### config.mk
export PLATFORM = sky130hd
export DESIGN_NAME = mlp_wmem_arb
export DESIGN_NICKNAME = d
export VERILOG_FILES = /design/src/rtl/mlp_pkg.sv /design/src/rtl/mlp_rd_tag_pipe.sv /design/src/rtl/mlp_wmem_arb.sv
export SDC_FILE = /design/constraint.sdc
export NUM_CORES = 1
export LEC_CHECK = 0
export CORE_UTILIZATION = 61
export DETAILED_ROUTE_END_ITERATION = 6
export DONT_BUFFER_PORTS = 1
export GPL_TIMING_DRIVEN = 0
export PLACE_DENSITY_LB_ADDON = 0.15
export SYNTH_ARGS = -nofsm -noshare
export SYNTH_HDL_FRONTEND = slang
export SYNTH_SLANG_ARGS = --single-unit
### constraint.sdc
create_clock -name clk_i -period 1.8 [get_ports clk_i]
set_input_delay 0.36 -clock clk_i [delete_from_list [all_inputs] [get_ports clk_i]]
set_output_delay 0.36 -clock clk_i [all_outputs]
set_load 0.01 [all_outputs]
### src/rtl/mlp_pkg.sv
// Shared types and default widths for the MLP weight-memory arbiter.
package mlp_pkg;

   localparam int unsigned MLP_ADDR_W = 11;
   localparam int unsigned MLP_DATA_W = 8;
   localparam int unsigned CNT_W      = 4;

   typedef enum logic [1:0] {
      CPrio  = 2'd0,
      HForce = 2'd1,
      Locked = 2'd2
   } arb_state_t;

   typedef enum logic {
      OwnC = 1'b0,
      OwnH = 1'b1
   } owner_t;

   // Read-return tag carried alongside the SRAM latency
   typedef struct packed {
      logic   valid;
      owner_t owner;
   } rd_tag_t;

endpackage

### src/rtl/mlp_rd_tag_pipe.sv
// Latency-matched shift register routing read returns to their issuer.
module mlp_rd_tag_pipe
   import mlp_pkg::*;
#(
   parameter int unsigned RD_LAT = 1
) (
   input  logic    clk_i,
   input  logic    rst_ni,
   input  rd_tag_t tag_i,
   output rd_tag_t tag_o
);

   rd_tag_t [RD_LAT-1:0] pipe_q;

   // Shift one stage per cycle; reset drops every in-flight tag
   always_ff @(posedge clk_i or negedge rst_ni) begin
      if (!rst_ni) begin
         pipe_q <= '0;
      end else begin
         pipe_q[0] <= tag_i;
         for (int unsigned i = 1; i < RD_LAT; i++) begin
            pipe_q[i] <= pipe_q[i-1];
         end
      end
   end

   assign tag_o = pipe_q[RD_LAT-1];

endmodule

### src/rtl/mlp_wmem_arb.sv
// Single-port weight SRAM arbiter: compute priority, bounded host starvation,
// lock for layer bursts, and tagged read-data return.
module mlp_wmem_arb
   import mlp_pkg::*;
#(
   parameter int unsigned ADDR_W     = MLP_ADDR_W,
   parameter int unsigned DATA_W     = MLP_DATA_W,
   parameter int unsigned RD_LAT     = 1,
   parameter int unsigned STARVE_MAX = 4
) (
   input  logic              clk_i,
   input  logic              rst_ni,
   input  logic              c_req_i,
   input  logic [ADDR_W-1:0] c_addr_i,
   input  logic              c_lock_i,
   output logic              c_gnt_o,
   output logic              c_rvalid_o,
   output logic [DATA_W-1:0] c_rdata_o,
   input  logic              h_req_i,
   input  logic              h_we_i,
   input  logic [ADDR_W-1:0] h_addr_i,
   input  logic [DATA_W-1:0] h_wdata_i,
   output logic              h_gnt_o,
   output logic              h_rvalid_o,
   output logic [DATA_W-1:0] h_rdata_o,
   output logic              w_ren_o,
   output logic              w_wen_o,
   output logic [ADDR_W-1:0] w_addr_o,
   output logic [DATA_W-1:0] w_wdata_o,
   input  logic [DATA_W-1:0] w_rdata_i
);

   localparam logic [CNT_W-1:0] STARVE_LIM = CNT_W'(STARVE_MAX);

   arb_state_t        state_q, state_d;
   logic [CNT_W-1:0]  cnt_q, cnt_d, cnt_inc;
   logic              c_gnt, h_gnt;
   logic [ADDR_W-1:0] addr_q;
   logic [DATA_W-1:0] wdata_q;
   rd_tag_t           tag_in, tag_out;

   // Denial step saturates, so a limit held across a lock re-fires on the next denial
   always_comb begin
      cnt_inc = (cnt_q >= STARVE_LIM) ? STARVE_LIM : cnt_q + CNT_W'(1);
   end

   // Arbitration: next state, starve counter and grants
   always_comb begin
      state_d = state_q;
      cnt_d   = cnt_q;
      c_gnt   = 1'b0;
      h_gnt   = 1'b0;
      if (rst_ni) begin
         if (c_lock_i) begin
            state_d = Locked;
            c_gnt   = c_req_i;
         end else if (state_q == HForce) begin
            state_d = CPrio;
            cnt_d   = '0;
            if (h_req_i) begin
               h_gnt = 1'b1;
            end else begin
               c_gnt = c_req_i;
            end
         end else begin
            // CPrio, or the first cycle after a lock releases
            state_d = CPrio;
            if (c_req_i) begin
               c_gnt = 1'b1;
               if (h_req_i) begin
                  cnt_d = cnt_inc;
                  if (cnt_inc >= STARVE_LIM) begin
                     state_d = HForce;
                  end
               end
            end else if (h_req_i) begin
               h_gnt = 1'b1;
               cnt_d = '0;
            end
         end
      end
   end

   // Arbiter state and starve counter
   always_ff @(posedge clk_i or negedge rst_ni) begin
      if (!rst_ni) begin
         state_q <= CPrio;
         cnt_q   <= '0;
      end else begin
         state_q <= state_d;
         cnt_q   <= cnt_d;
      end
   end

   assign c_gnt_o   = c_gnt;
   assign h_gnt_o   = h_gnt;
   assign w_ren_o   = c_gnt | (h_gnt & ~h_we_i);
   assign w_wen_o   = h_gnt & h_we_i;
   assign w_addr_o  = c_gnt ? c_addr_i : (h_gnt ? h_addr_i : addr_q);
   assign w_wdata_o = h_gnt ? h_wdata_i : wdata_q;

   // Hold the last SRAM address/data while the port is idle
   always_ff @(posedge clk_i or negedge rst_ni) begin
      if (!rst_ni) begin
         addr_q  <= '0;
         wdata_q <= '0;
      end else begin
         addr_q  <= w_addr_o;
         wdata_q <= w_wdata_o;
      end
   end

   // Tag each issued read with its owner
   always_comb begin
      tag_in.valid = w_ren_o;
      tag_in.owner = h_gnt ? OwnH : OwnC;
   end

   mlp_rd_tag_pipe #(
      .RD_LAT (RD_LAT)
   ) u_tag_pipe (
      .clk_i  (clk_i),
      .rst_ni (rst_ni),
      .tag_i  (tag_in),
      .tag_o  (tag_out)
   );

   assign c_rvalid_o = tag_out.valid & (tag_out.owner == OwnC);
   assign h_rvalid_o = tag_out.valid & (tag_out.owner == OwnH);
   assign c_rdata_o  = w_rdata_i;
   assign h_rdata_o  = w_rdata_i;

endmodule

### Yosys cells after proc, flatten, opt, wreduce, memory -nomap -nowiden

Cells that the tools add are included.

* register bits: 27
* latch bits: 0
* bits in writable memories: 0
* ROM bits: 0
* output and inout bits: 41
* memories kept: 0

* add/sub/neg operators: 1
* multipliers: 0
* divide/modulo/power cells: 0
* order comparisons: 2
* eq/ne operators: 1
* shift operators: 0
* mux-type cells: 24
* bitwise gates (word level): 8
* reduce and logical (&&, ||, !) cells: 2

Operator list (number)
* $mux W11: 2
* $mux W4: 5
* $mux W1: 15
* $ge A4 B3 Y1 const B: 2
* $mux W8: 1
* $add A4 B1 Y4 const B: 1
* $and A1 B1 Y1: 4
* $not A1 Y1: 3
* $reduce_and A3 Y1: 1
* $eq A2 B1 Y1 const B: 1
* $mux W2: 1
* $reduce_bool A2 Y1: 1
* $or A1 B1 Y1: 1

### Longest topological paths before layout

Gate-level depths: netlist of the first run.

* word-level depth: 8
* gate-level depth with buffers: 6
* mapped depth without buffers: 5

### Hierarchy

A second synthesis of the first run with hierarchy kept.

* cell total of the unflattened synthesis: 147
* area, all modules: 1327.5 um2

Modules (own cells, without submodules)
* mlp_wmem_arb: instances 1, cells an instance 145, area an instance 1277.5 um2
* mlp_rd_tag_pipe: instances 1, cells an instance 2, area an instance 50.0 um2

### Worst setup path before layout of the first run

Ideal clock, no wire load.

* path kind: register to output
* from: register state_q[1]
* to: output w_addr_o[3]
* data arrival time: 1276 ps
* data required time: 1440 ps
* setup slack: 164 ps
* cell stages (with the launch flop): 6
* path through: dfrtp_1 nand2b_4 o311ai_4 buf_6 nor2_1 a31oi_1

* longest elaborated chain between the ends: 6

Ends and longest elaborated chain
* from (decl): RTL line mlp_wmem_arb.sv:35 `arb_state_t state_q, state_d;`
* from (signal assigned): RTL line mlp_wmem_arb.sv:87 `state_q <= CPrio;`
* from (signal assigned): RTL line mlp_wmem_arb.sv:90 `state_q <= state_d;`
* $eq A2 B1 Y1 *: RTL line mlp_wmem_arb.sv:57 `end else if (state_q == HForce) begin`
* $mux W1: RTL line mlp_wmem_arb.sv:57
* $mux W1: RTL line mlp_wmem_arb.sv:54 `if (c_lock_i) begin`
* $mux W1: RTL line mlp_wmem_arb.sv:53 `if (rst_ni) begin`
* $mux W11: RTL line mlp_wmem_arb.sv:99 `assign w_addr_o = c_gnt ? c_addr_i : (h_gnt ? h_addr_i : addr_q);`
* $mux W11 *: RTL line mlp_wmem_arb.sv:99
* to (decl): RTL line mlp_wmem_arb.sv:28 `output logic [ADDR_W-1:0] w_addr_o,`

Every way passes the cells marked *; elsewhere a longest branch is shown, timed or not.

### Worst setup path in the final report of the first run

* from: register state_q[1]
* to: output w_addr_o[5]

The elaborated chain is that of the path after synthesis.

==> metrics.yaml, run 1 <==
drc: 0
placed_area_mm2: 0.00136
wl_met1_um: 1770
synth-seq-cells: 27
hold_depth: 1
worstSetupPathType: "reg2out"
end_kind: "output port"
setup_viol_count_final: 23
worstHoldPathType: "in2reg"
crit_path_max_fanout: 5
ff2ff_setup_slack_ns: 0.14
finalInstanceArea_mm2: 0.00193
synthArstFlopShare_pct: 100
dr_wl_met2_um: 2670
first_pass_iters: 4
die_height_um: 48.7
hold_violations: 0
vias: 1334
rsz0062_at_grt: "true"
slowest_delay_ns: 0.42
antennaDiodeCount: 0
finalCritPeriodShare_pct: 119
yosys_warnings: 0
clk_pin_slew_worst_paths_ns: 0.16
finalWorstSetupSlack_ns: -0.347
ir_drop_mv: 0.690
antenna_found_initial: 0
grt_util_all_layers_pct: 31.2
clk-insertion-delay-late_ns: 0.35
final_cell_mix: "dfrtp_1, buf_4, nand2_1, nand2_4, nor2_1"
dpl.hpwl_um: 1900
cap_violations: 0
synth.avg_cell_area_um2: 9.03
io_buffers: 0
hold_slack_ns: 0.121
cts_tree: "done"
start_util_pct: 66.3
grt_start_max_net_pins: 28
cts_buffers: 3
netlist_instances: 147
nets: 211
yosys_most_used_dff: "dfrtp_1"
outcome: "finished with violations"
initialDrtViolationCount: 50
hold_end: "u_tag_pipe.tag_o[1]$_DFF_PN0_"
slew_violations: 0
die_area_mm2: 0.00237
tightest_slew_ns: 0.511
syn_to_final_growth_pct: 45.7
rows: 16
grt_pass1_vias: 1122
yosysSeqAreaShare_pct: 50.9
overflow: 0
wl_per_cell_um: 28.1
cts_buffer_depth: 2
avgViaCountPerCell: 6.95
die_w_um: 48.7
pin_count: 85
antenna_left: 0
hp-start: "h_we_i"
wl_um: 5400
fin_crit_ns: 2.15
rr_endpoint: "cnt_q[0]$_DFFE_PN0P_"
core-area_mm2: 0.00200
grt_pass1_wl_um: 5400
htree_levels: 1
crit_arrival_ns: 1.79
syn-cell-area_mm2: 0.00133
netlist-cell-type-count: 25
p_per_area_mw_per_mm2: 774
path_cells: "nand2b_4 > a21o_1 > inv_2 > buf_6 > nand2_2 > a31oi_4"
synth_fp_nets: 192
critPathBufInv: 2
slowest_stage: "dfrtp_1"
synth-edff-count: 0
p_leak_nw: 0.918
timing.rr.start: "state_q[0]$_DFFE_PN0P_"
critical_path_required_ns: 1.44
routed.top_layer: "met4"
root_buffer: "clkbuf_4"
rr_worst_depth: 5
startpoint_type: "flop"
failed_checks: "setup timing"
slew-limit-headroom_pct: 65.5
clock_sinks: 27
met3RoutedLength_um: 594
crit_family: "compound AO/OA/AOI/OAI gates"
power.total_mw: 1.50
final_common_cell: "dfrtp_1"
drive_above_1_share_pct: 52.7
nFillCells: 34
gp_congestion: 0.686
fin_skew_ns: 0.0177
max_freq_mhz: 466
==> worst register-to-register path, cell delays in order (launching register included) <==
cell	delay [ns]
dfrtp_1	0.45
nand2b_4	0.11
buf_4	0.11
buf_4	0.11
nand4_1	0.21
o41ai_1	0.50
==> flip-flops by register name, indices dropped and copies added (netlist names) <==
name / flops
cnt_q: 4
u_tag_pipe.tag_o: 2
addr_q: 11
wdata_q: 8
state_q: 2
==> final cells by class <==
| type | count | area, um2 | share of cell area, % |
|---|---|---|---|
| Multi-Input combinational cell | 94 | 830 | 42.9 |
| Sequential cell | 27 | 676 | 34.9 |
| Buffer | 22 | 193 | 9.96 |
| Timing Repair Buffer | 14 | 156 | 8.09 |
| Tap cell | 27 | 33.8 | 1.75 |
| Clock buffer | 4 | 26.3 | 1.36 |
| Inverter | 4 | 20.0 | 1.03 |
==> cell usage after synthesis, types with 2 or more instances <==
library cell  number  share of area [%]
a31oi_1           11                5.2
and2_1             3                1.4
buf_2              4                1.5
buf_4             17                9.6
dfrtp_1           27                 51
inv_1              2               0.57
inv_2              2               0.57
nand2_1           48                 14
nand4_1            2               0.94
nor2_1            14                4.0
nor2b_1            2               0.94
o21ai_1            2               0.75
==> worst max-delay path by stage <==
stage	from	to	slack, ns	cells past startpoint
after global placement	state_q[1]$_DFFE_PN0P_	w_addr_o[9]	0.007	5
after detailed placement	state_q[1]$_DFFE_PN0P_	w_addr_o[9]	-0.02	5
after floorplan	state_q[1]$_DFFE_PN0P_	w_addr_o[3]	0.16	5
after global routing	state_q[1]$_DFFE_PN0P_	w_addr_o[5]	-0.39	5
final	state_q[1]$_DFFE_PN0P_	w_addr_o[5]	-0.35	6
after CTS	state_q[1]$_DFFE_PN0P_	w_addr_o[4]	-0.24	5
==> cell families (layout without fill, tap and decap cells) <==
logic type	count (synthesis)	count (layout)	synth area share (%)
compound gates	19	19	10.9
fa+ha+maj	1	1	0.942
buf+inv	26	44	13.1
flops	27	27	50.9
mux	1	1	0.848
simple gates	73	73	23.3
==> through the flow <==
step / setup TNS (ns) / std cells / setup slack (ns) / utilization, %
2_1_floorplan: 0 / 147 / 0.164 / -
3_5_place_dp: -0.0192 / 174 / -0.0192 / 68.0
6_report: -6.51 / 192 / -0.347 / 96.6
5_1_grt: -7.09 / 192 / -0.390 / 96.6
4_1_cts: -3.60 / 186 / -0.243 / 82.5
3_3_place_gp: 0 / 174 / 0.00665 / 68.0
==> power by group <==
group / switching (mW) / internal (mW)
Clock: 0.194 / 0.0873
Combinational: 0.285 / 0.192
Sequential: 0.0468 / 0.692
Total: 0.526 / 0.972
==> layer usage <==
layer	GRT usage, %	up-vias
li1	-	501
met1	38.7	644
met2	52.5	144
met3	5.66	45
met4	14.7	0
met5	0	-
==> repair_timing <==
item,in CTS,in global routing
endpoints found under the setup margin,22,23
gates resized for setup,42,54
cloned,1,2
hold buffers,2,0
buffers inserted,5,4
pin swaps,21,19
hold endpoints to repair,27,0
Note: power is estimated with default switching activity, not from simulation.
==> run 2: changes to the inputs <==
- GPL_TIMING_DRIVEN: 0 -> unset
==> metrics.yaml, run 2 (same netlist as run 1, synthesis figures left out) <==
outcome: "finished with violations"  # unchanged
failed_checks: "setup timing"  # unchanged
seq_power_share_pct: 54.3  # was 49.3%
clock_sinks: 27  # unchanged
overflow: 0  # unchanged
finalCritPeriodShare_pct: 116  # was 119%
p_clk_share_pct: 19.3  # was 18.8%
grt_util_all_layers_pct: 30.9  # was 31.2%
grt_pass1_vias: 1100  # was 1122
die_area_mm2: 0.00237  # unchanged
syn_to_final_growth_pct: 24.8  # was 45.7%
cts_tree: "done"  # unchanged
top_regs: "addr_q: 11 flops, wdata_q: 8 flops, cnt_q: 4 flops"  # unchanged
p_leak_nw: 0.750  # was 0.918 nW
worstHoldPathType: "in2reg"  # unchanged
final_cell_mix: "dfrtp_1, nand2_1, nand2_2, nor2_1, nand2_4"  # was dfrtp_1, buf_4, nand2_1, nand2_4, nor2_1
fin_crit_ns: 2.09  # was 2.15 ns
gp_congestion: 0.728  # was 0.686
largest_reg_flops: 11  # unchanged
first_pass_iters: 4  # unchanged
antennaDiodeCount: 0  # unchanged
pin_count: 85  # unchanged
final_common_cell: "dfrtp_1"  # unchanged
power.share.combinational_pct: 26.4  # was 31.9%
cts_buffer_depth: 2  # unchanged
critPathBufInv: 1  # was 2
regMostFlops: "addr_q"  # unchanged
nFillCells: 101  # was 34
die_height_um: 48.7  # unchanged
internal-power_uw: 906  # was 972 uW
antenna_found_initial: 0  # unchanged
initialDrtViolationCount: 21  # was 50
htree_levels: 1  # unchanged
clk_pin_slew_worst_paths_ns: 0.15  # was 0.16 ns
max_freq_mhz: 478  # was 466 MHz
power.total_mw: 1.35  # was 1.50 mW
crit_family: "compound AO/OA/AOI/OAI gates"  # unchanged
cts_buffers: 3  # unchanged
drive_above_1_share_pct: 44.1  # was 52.7%
finalWorstSetupSlack_ns: -0.290  # was -0.347 ns
antenna_left: 0  # unchanged
swShare_pct: 32.7  # was 35.1%
io_buffers: 0  # unchanged
grt_start_max_net_pins: 28  # unchanged
die_w_um: 48.7  # unchanged
slew-limit-headroom_pct: 77.6  # was 65.5%
p_sw_uw: 440  # was 526 uW
finalInstanceArea_mm2: 0.00166  # was 0.00193 mm2
wl_um: 3900  # was 5400 um
core-area_mm2: 0.00200  # unchanged
fin_skew_ns: 0.00394  # was 0.0177 ns
root_buffer: "clkbuf_4"  # unchanged
crit_path_max_fanout: 12  # was 5
slowest_delay_ns: 0.41  # was 0.42 ns
critical_path_required_ns: 1.44  # about the same
clk-insertion-delay-late_ns: 0.32  # was 0.35 ns
tns_ns: -4.30  # was -6.51 ns
slowest_stage: "dfrtp_1"  # unchanged
grt_pass1_wl_um: 5390  # was 5400 um
avgViaCountPerCell: 6.47  # was 6.95
crit_arrival_ns: 1.73  # was 1.79 ns
startpoint_type: "flop"  # unchanged
setup_viol_count_final: 22  # was 23
dpl.hpwl_um: 1700  # was 1900 um
hold_violations: 0  # unchanged
end_kind: "output port"  # unchanged
nets: 191  # was 211
start_util_pct: 66.3  # unchanged
slew_violations: 0  # unchanged
ir_drop_mv: 0.591  # was 0.690 mV
worstSetupPathType: "reg2out"  # unchanged
vias: 1113  # was 1334
cap_violations: 0  # unchanged
tightest_slew_ns: 0.335  # was 0.511 ns
drc: 0  # unchanged
p_per_area_mw_per_mm2: 813  # was 774 mW/mm2
path_cells: "nand2b_4 > o311ai_4 > buf_12 > nor2_2 > a31oi_2"  # was nand2b_4 > a21o_1 > inv_2 > buf_6 > nand2_2 > a31oi_4
wl_per_cell_um: 22.7  # was 28.1 um
placed_area_mm2: 0.00124  # was 0.00136 mm2
dp_slack_ns: 0.0463  # was -0.0192 ns
rsz0062_at_grt: "true"  # unchanged
rows: 16  # unchanged
run 2: power groups by stage:
stage,combinational [mW],clock (mW),sequential (mW)
2_1_floorplan,0.215,0,0.725
3_3_place_gp,0.207,0,0.731
3_5_place_dp,0.212,0,0.733
4_1_cts,0.297,0.261,0.722
5_1_grt,0.377,0.284,0.738
6_report,0.355,0.260,0.731
run 2: cell type report:
class	instances	area [um2]	area share [%]
clock buffer	3	22.5	1.36
multi-input combinational	94	698	42.1
tap	27	33.8	2.04
sequential	27	676	40.8
timing repair inverter	1	7.51	0.453
timing repair buffer	15	191	11.6
inverter	4	22.5	1.36
clock inverter	1	5.00	0.302
run 2: timing repair:
action / CTS / global route
pin swaps: 14 / 7
endpoints found under the hold margin: 27 / 0
gates cloned: 3 / 0
setup buffers: 7 / 1
endpoints found under the setup margin: 23 / 22
resized for setup: 42 / 21
hold buffers: 2 / 0
run 2: through the flow:
step	hold WS (ns)	util, %	std cells
4_1_cts	0.146	77.8	171
3_5_place_dp	0.0650	61.8	155
2_1_floorplan	0.0644	-	147
5_1_grt	0.137	82.8	172
3_3_place_gp	0.0650	61.8	155
6_report	0.141	82.8	172
run 2: final timing paths:
| path | start | slack [ns] | cells after the start | to |
|---|---|---|---|---|
| max in group asynchronous | rst_ni | 1.21 | 2 | cnt_q[3]$_DFFE_PN0P_ |
| max reg2reg | state_q[1]$_DFFE_PN0P_ | 0.26 | 5 | addr_q[6]$_DFF_PN0_ |
| min | rst_ni | 0.14 | 1 | state_q[0]$_DFFE_PN0P_ |
| max | state_q[1]$_DFFE_PN0P_ | -0.29 | 5 | w_addr_o[6] |
| min in group asynchronous | rst_ni | 0.44 | 2 | addr_q[8]$_DFF_PN0_ |
| min reg2reg | wdata_q[3]$_DFF_PN0_ | 0.53 | 2 | wdata_q[3]$_DFF_PN0_ |
run 2: metal layers:
layer / wire [um] / up-vias / track usage (%)
li1: - / 463 / -
met1: 1360 / 537 / 36.9
met2: 1990 / 86 / 50.7
met3: 339 / 27 / 5.66
met4: 215 / 0 / 20.6
met5: 0 / - / 0
==> run 3: changes to the inputs <==
- SYNTH_HIERARCHICAL: unset -> 1
==> metrics.yaml, run 3 <==
overflow: 0  # unchanged
placed_cells_incl_taps: 155  # unchanged
start_util_pct: 66.3  # unchanged
synth_fp_nets: 192  # unchanged
finalCritPeriodShare_pct: 114  # was 116%
first_pass_iters: 4  # unchanged
worstHoldPathType: "in2reg"  # unchanged
outcome: "finished with violations"  # unchanged
root_buffer: "clkbuf_4"  # unchanged
crit_start: "state_q[1]$_DFFE_PN0P_"  # unchanged
grt_start_max_net_pins: 28  # unchanged
grt_pass1_wl_um: 5140  # was 5390 um
p_sw_uw: 423  # was 440 uW
clk_pin_slew_worst_paths_ns: 0.14  # was 0.15 ns
power.total_mw: 1.34  # was 1.35 mW
hold_violations: 0  # unchanged
internal-power_uw: 917  # was 906 uW
yosysSeqAreaShare_pct: 50.9  # unchanged
antenna_left: 0  # unchanged
placed_area_mm2: 0.00124  # unchanged
antennaDiodeCount: 0  # unchanged
rr_endpoint: "addr_q[8]$_DFF_PN0_"  # was addr_q[6]$_DFF_PN0_
die_w_um: 48.7  # unchanged
crit_path_max_fanout: 12  # unchanged
max_freq_mhz: 485  # was 478 MHz
yosysTopAreaCellShare_pct: 50.9  # unchanged
critPathCapture: "w_addr_o[8]"  # was w_addr_o[6]
die_area_mm2: 0.00237  # unchanged
wl_met1_um: 1260  # was 1360 um
yosys-top-cells-area: "dfrtp_1, nand2_1, buf_4"  # unchanged
cts_buffers: 3  # unchanged
end_kind: "output port"  # unchanged
nFillCells: 104  # was 101
synth-edff-count: 0  # unchanged
tightest_slew_ns: 0.328  # was 0.335 ns
dpl.hpwl_um: 1850  # was 1700 um
ff2ff_setup_slack_ns: 0.29  # was 0.26 ns
grt_util_all_layers_pct: 28.8  # was 30.9%
yosys.cell_count.top_type: "nand2_1"  # unchanged
p_leak_nw: 0.757  # was 0.750 nW
regMostFlops: "addr_q"  # unchanged
netlist-cell-type-count: 25  # unchanged
dr_wl_met2_um: 1890  # was 1990 um
slew_violations: 0  # unchanged
power.share.combinational_pct: 26.4  # about the same
failed_checks: "setup timing"  # unchanged
grt_pass1_vias: 1055  # was 1100
p_clk_share_pct: 18.7  # was 19.3%
finalInstanceArea_mm2: 0.00165  # was 0.00166 mm2
synth-seq-cells: 27  # unchanged
met3RoutedLength_um: 226  # was 339 um
critical_path_required_ns: 1.44  # about the same
syn_to_final_growth_pct: 24.3  # was 24.8%
vias: 1023  # was 1113
core-area_mm2: 0.00200  # unchanged
pin_count: 85  # unchanged
initialDrtViolationCount: 25  # was 21
cts_tree: "done"  # unchanged
p_per_area_mw_per_mm2: 812  # was 813 mW/mm2
drc: 0  # unchanged
die_height_um: 48.7  # unchanged
final_common_cell: "dfrtp_1"  # unchanged
finalWorstSetupSlack_ns: -0.261  # was -0.290 ns
gp_congestion: 0.707  # was 0.728
yosys_warnings: 6  # was 0
synth_common_cells: "nand2_1, dfrtp_1, buf_4"  # unchanged
fin_cells: 166  # was 172
top_regs: "addr_q: 11 flops, wdata_q: 8 flops, cnt_q: 4 flops"  # unchanged
fin_crit_ns: 2.06  # was 2.09 ns
startpoint_type: "flop"  # unchanged
yosys_most_used_dff: "dfrtp_1"  # unchanged
drive_above_1_share_pct: 40.3  # was 44.1%
antenna_found_initial: 0  # unchanged
htree_levels: 1  # unchanged
ir_drop_mv: 0.662  # was 0.591 mV
nets: 185  # was 191
worstSetupPathType: "reg2out"  # unchanged
final_cell_mix: "dfrtp_1, nand2_1, nand2_4, nor2_1, a31oi_2"  # was dfrtp_1, nand2_1, nand2_2, nor2_1, nand2_4
clock_sinks: 27  # unchanged
crit_arrival_ns: 1.70  # was 1.73 ns
rows: 16  # unchanged
rr_worst_depth: 5  # unchanged
largest_reg_flops: 11  # unchanged
clk-insertion-delay-late_ns: 0.31  # was 0.32 ns
synth.avg_cell_area_um2: 9.03  # unchanged
tns_ns: -3.25  # was -4.30 ns
wl_um: 3460  # was 3900 um
synth_top_area_cell: "dfrtp_1"  # unchanged
seq_power_share_pct: 54.8  # was 54.3%
cap_violations: 0  # unchanged
wl_per_cell_um: 20.9  # was 22.7 um
synthArstFlopShare_pct: 100  # unchanged
routed.top_layer: "met4"  # unchanged
avgViaCountPerCell: 6.16  # was 6.47
setup_viol_count_final: 22  # unchanged
io_buffers: 0  # unchanged
cts_buffer_depth: 2  # unchanged
slew-limit-headroom_pct: 78.1  # was 77.6%
swShare_pct: 31.6  # was 32.7%
timing.rr.start: "state_q[1]$_DFFE_PN0P_"  # unchanged
syn-cell-area_mm2: 0.00133  # unchanged
netlist_instances: 147  # unchanged
fin_skew_ns: 0.00193  # was 0.00394 ns
rsz0062_at_grt: "true"  # unchanged
-- run 3: cell counts after synthesis --
Identical to the previous run, type by type.
-- run 3: power groups by stage --
stage | logic, mW | clock network [mW] | registers (mW)
2_1_floorplan | 0.215 | 0 | 0.725
6_report | 0.354 | 0.251 | 0.735
5_1_grt | 0.377 | 0.275 | 0.743
3_3_place_gp | 0.207 | 0 | 0.730
3_5_place_dp | 0.213 | 0 | 0.735
4_1_cts | 0.298 | 0.259 | 0.723
-- run 3: cells by family (layout without fill, tap and decap cells) --
logic type,Yosys count,in the layout,share of synthesized area [%]
adders and majority gates,1,1,0.942
AOI/OAI and AO/OA,19,19,10.9
DFF,27,27,50.9
buffers and inverters,26,18,13.1
and+or+nand+nor,73,73,23.3
muxes,1,1,0.848
-- run 3: cell type report --
type / instances / area (um2) / share of cell area (%)
repair inverters: 1 / 7.51 / 0.455
clock buffers: 4 / 26.3 / 1.59
repair buffers: 9 / 153 / 9.25
flip-flops and latches: 27 / 676 / 40.9
well taps: 27 / 33.8 / 2.05
multi-input cells: 94 / 732 / 44.4
inverters: 4 / 22.5 / 1.36
-- run 3: worst max-delay path, cell delays in order, from the launching register on --
cell and delay (ns):
dfrtp_1 0.40, nand2b_4 0.16, o311ai_4 0.29, buf_12 0.18
nor2_1 0.06, a31oi_2 0.29
-- run 3: how the worst min path moves through the flow --
stage / startpoint / endpoint / slack [ns] / cells past startpoint
final: rst_ni / state_q[0]$_DFFE_PN0P_ / 0.15 / 1
after global routing: rst_ni / state_q[0]$_DFFE_PN0P_ / 0.14 / 1
after CTS: rst_ni / state_q[0]$_DFFE_PN0P_ / 0.14 / 1
after detailed placement: rst_ni / addr_q[8]$_DFF_PN0_ / 0.07 / 0
after global placement: rst_ni / addr_q[8]$_DFF_PN0_ / 0.07 / 0
after floorplan: rst_ni / addr_q[0]$_DFF_PN0_ / 0.06 / 0
-- run 3: through the flow --
step	hold WS (ns)	utilization (%)	setup slack [ns]
finish	0.153	82.4	-0.261
global route	0.142	82.4	-0.306
CTS	0.141	77.3	-0.192
detailed placement	0.0653	61.8	0.0812
global placement	0.0652	61.8	0.119
floorplan	0.0644	-	0.164
-- run 3: metal layers --
metal	up-vias	GRT usage (%)
met5	-	0
met3	8	5.03
li1	453	-
met4	0	9.80
met1	507	33.4
met2	55	53.0
-- run 3: what timing repair did --
item                                   4_1_cts  5_1_grt
resized for setup                           46       24
endpoints found under the hold margin       27        0
setup endpoints to repair                   22       22
setup buffers                                2        1
gates cloned                                 3        0
hold buffers                                 2        0
pin swaps                                   18        9
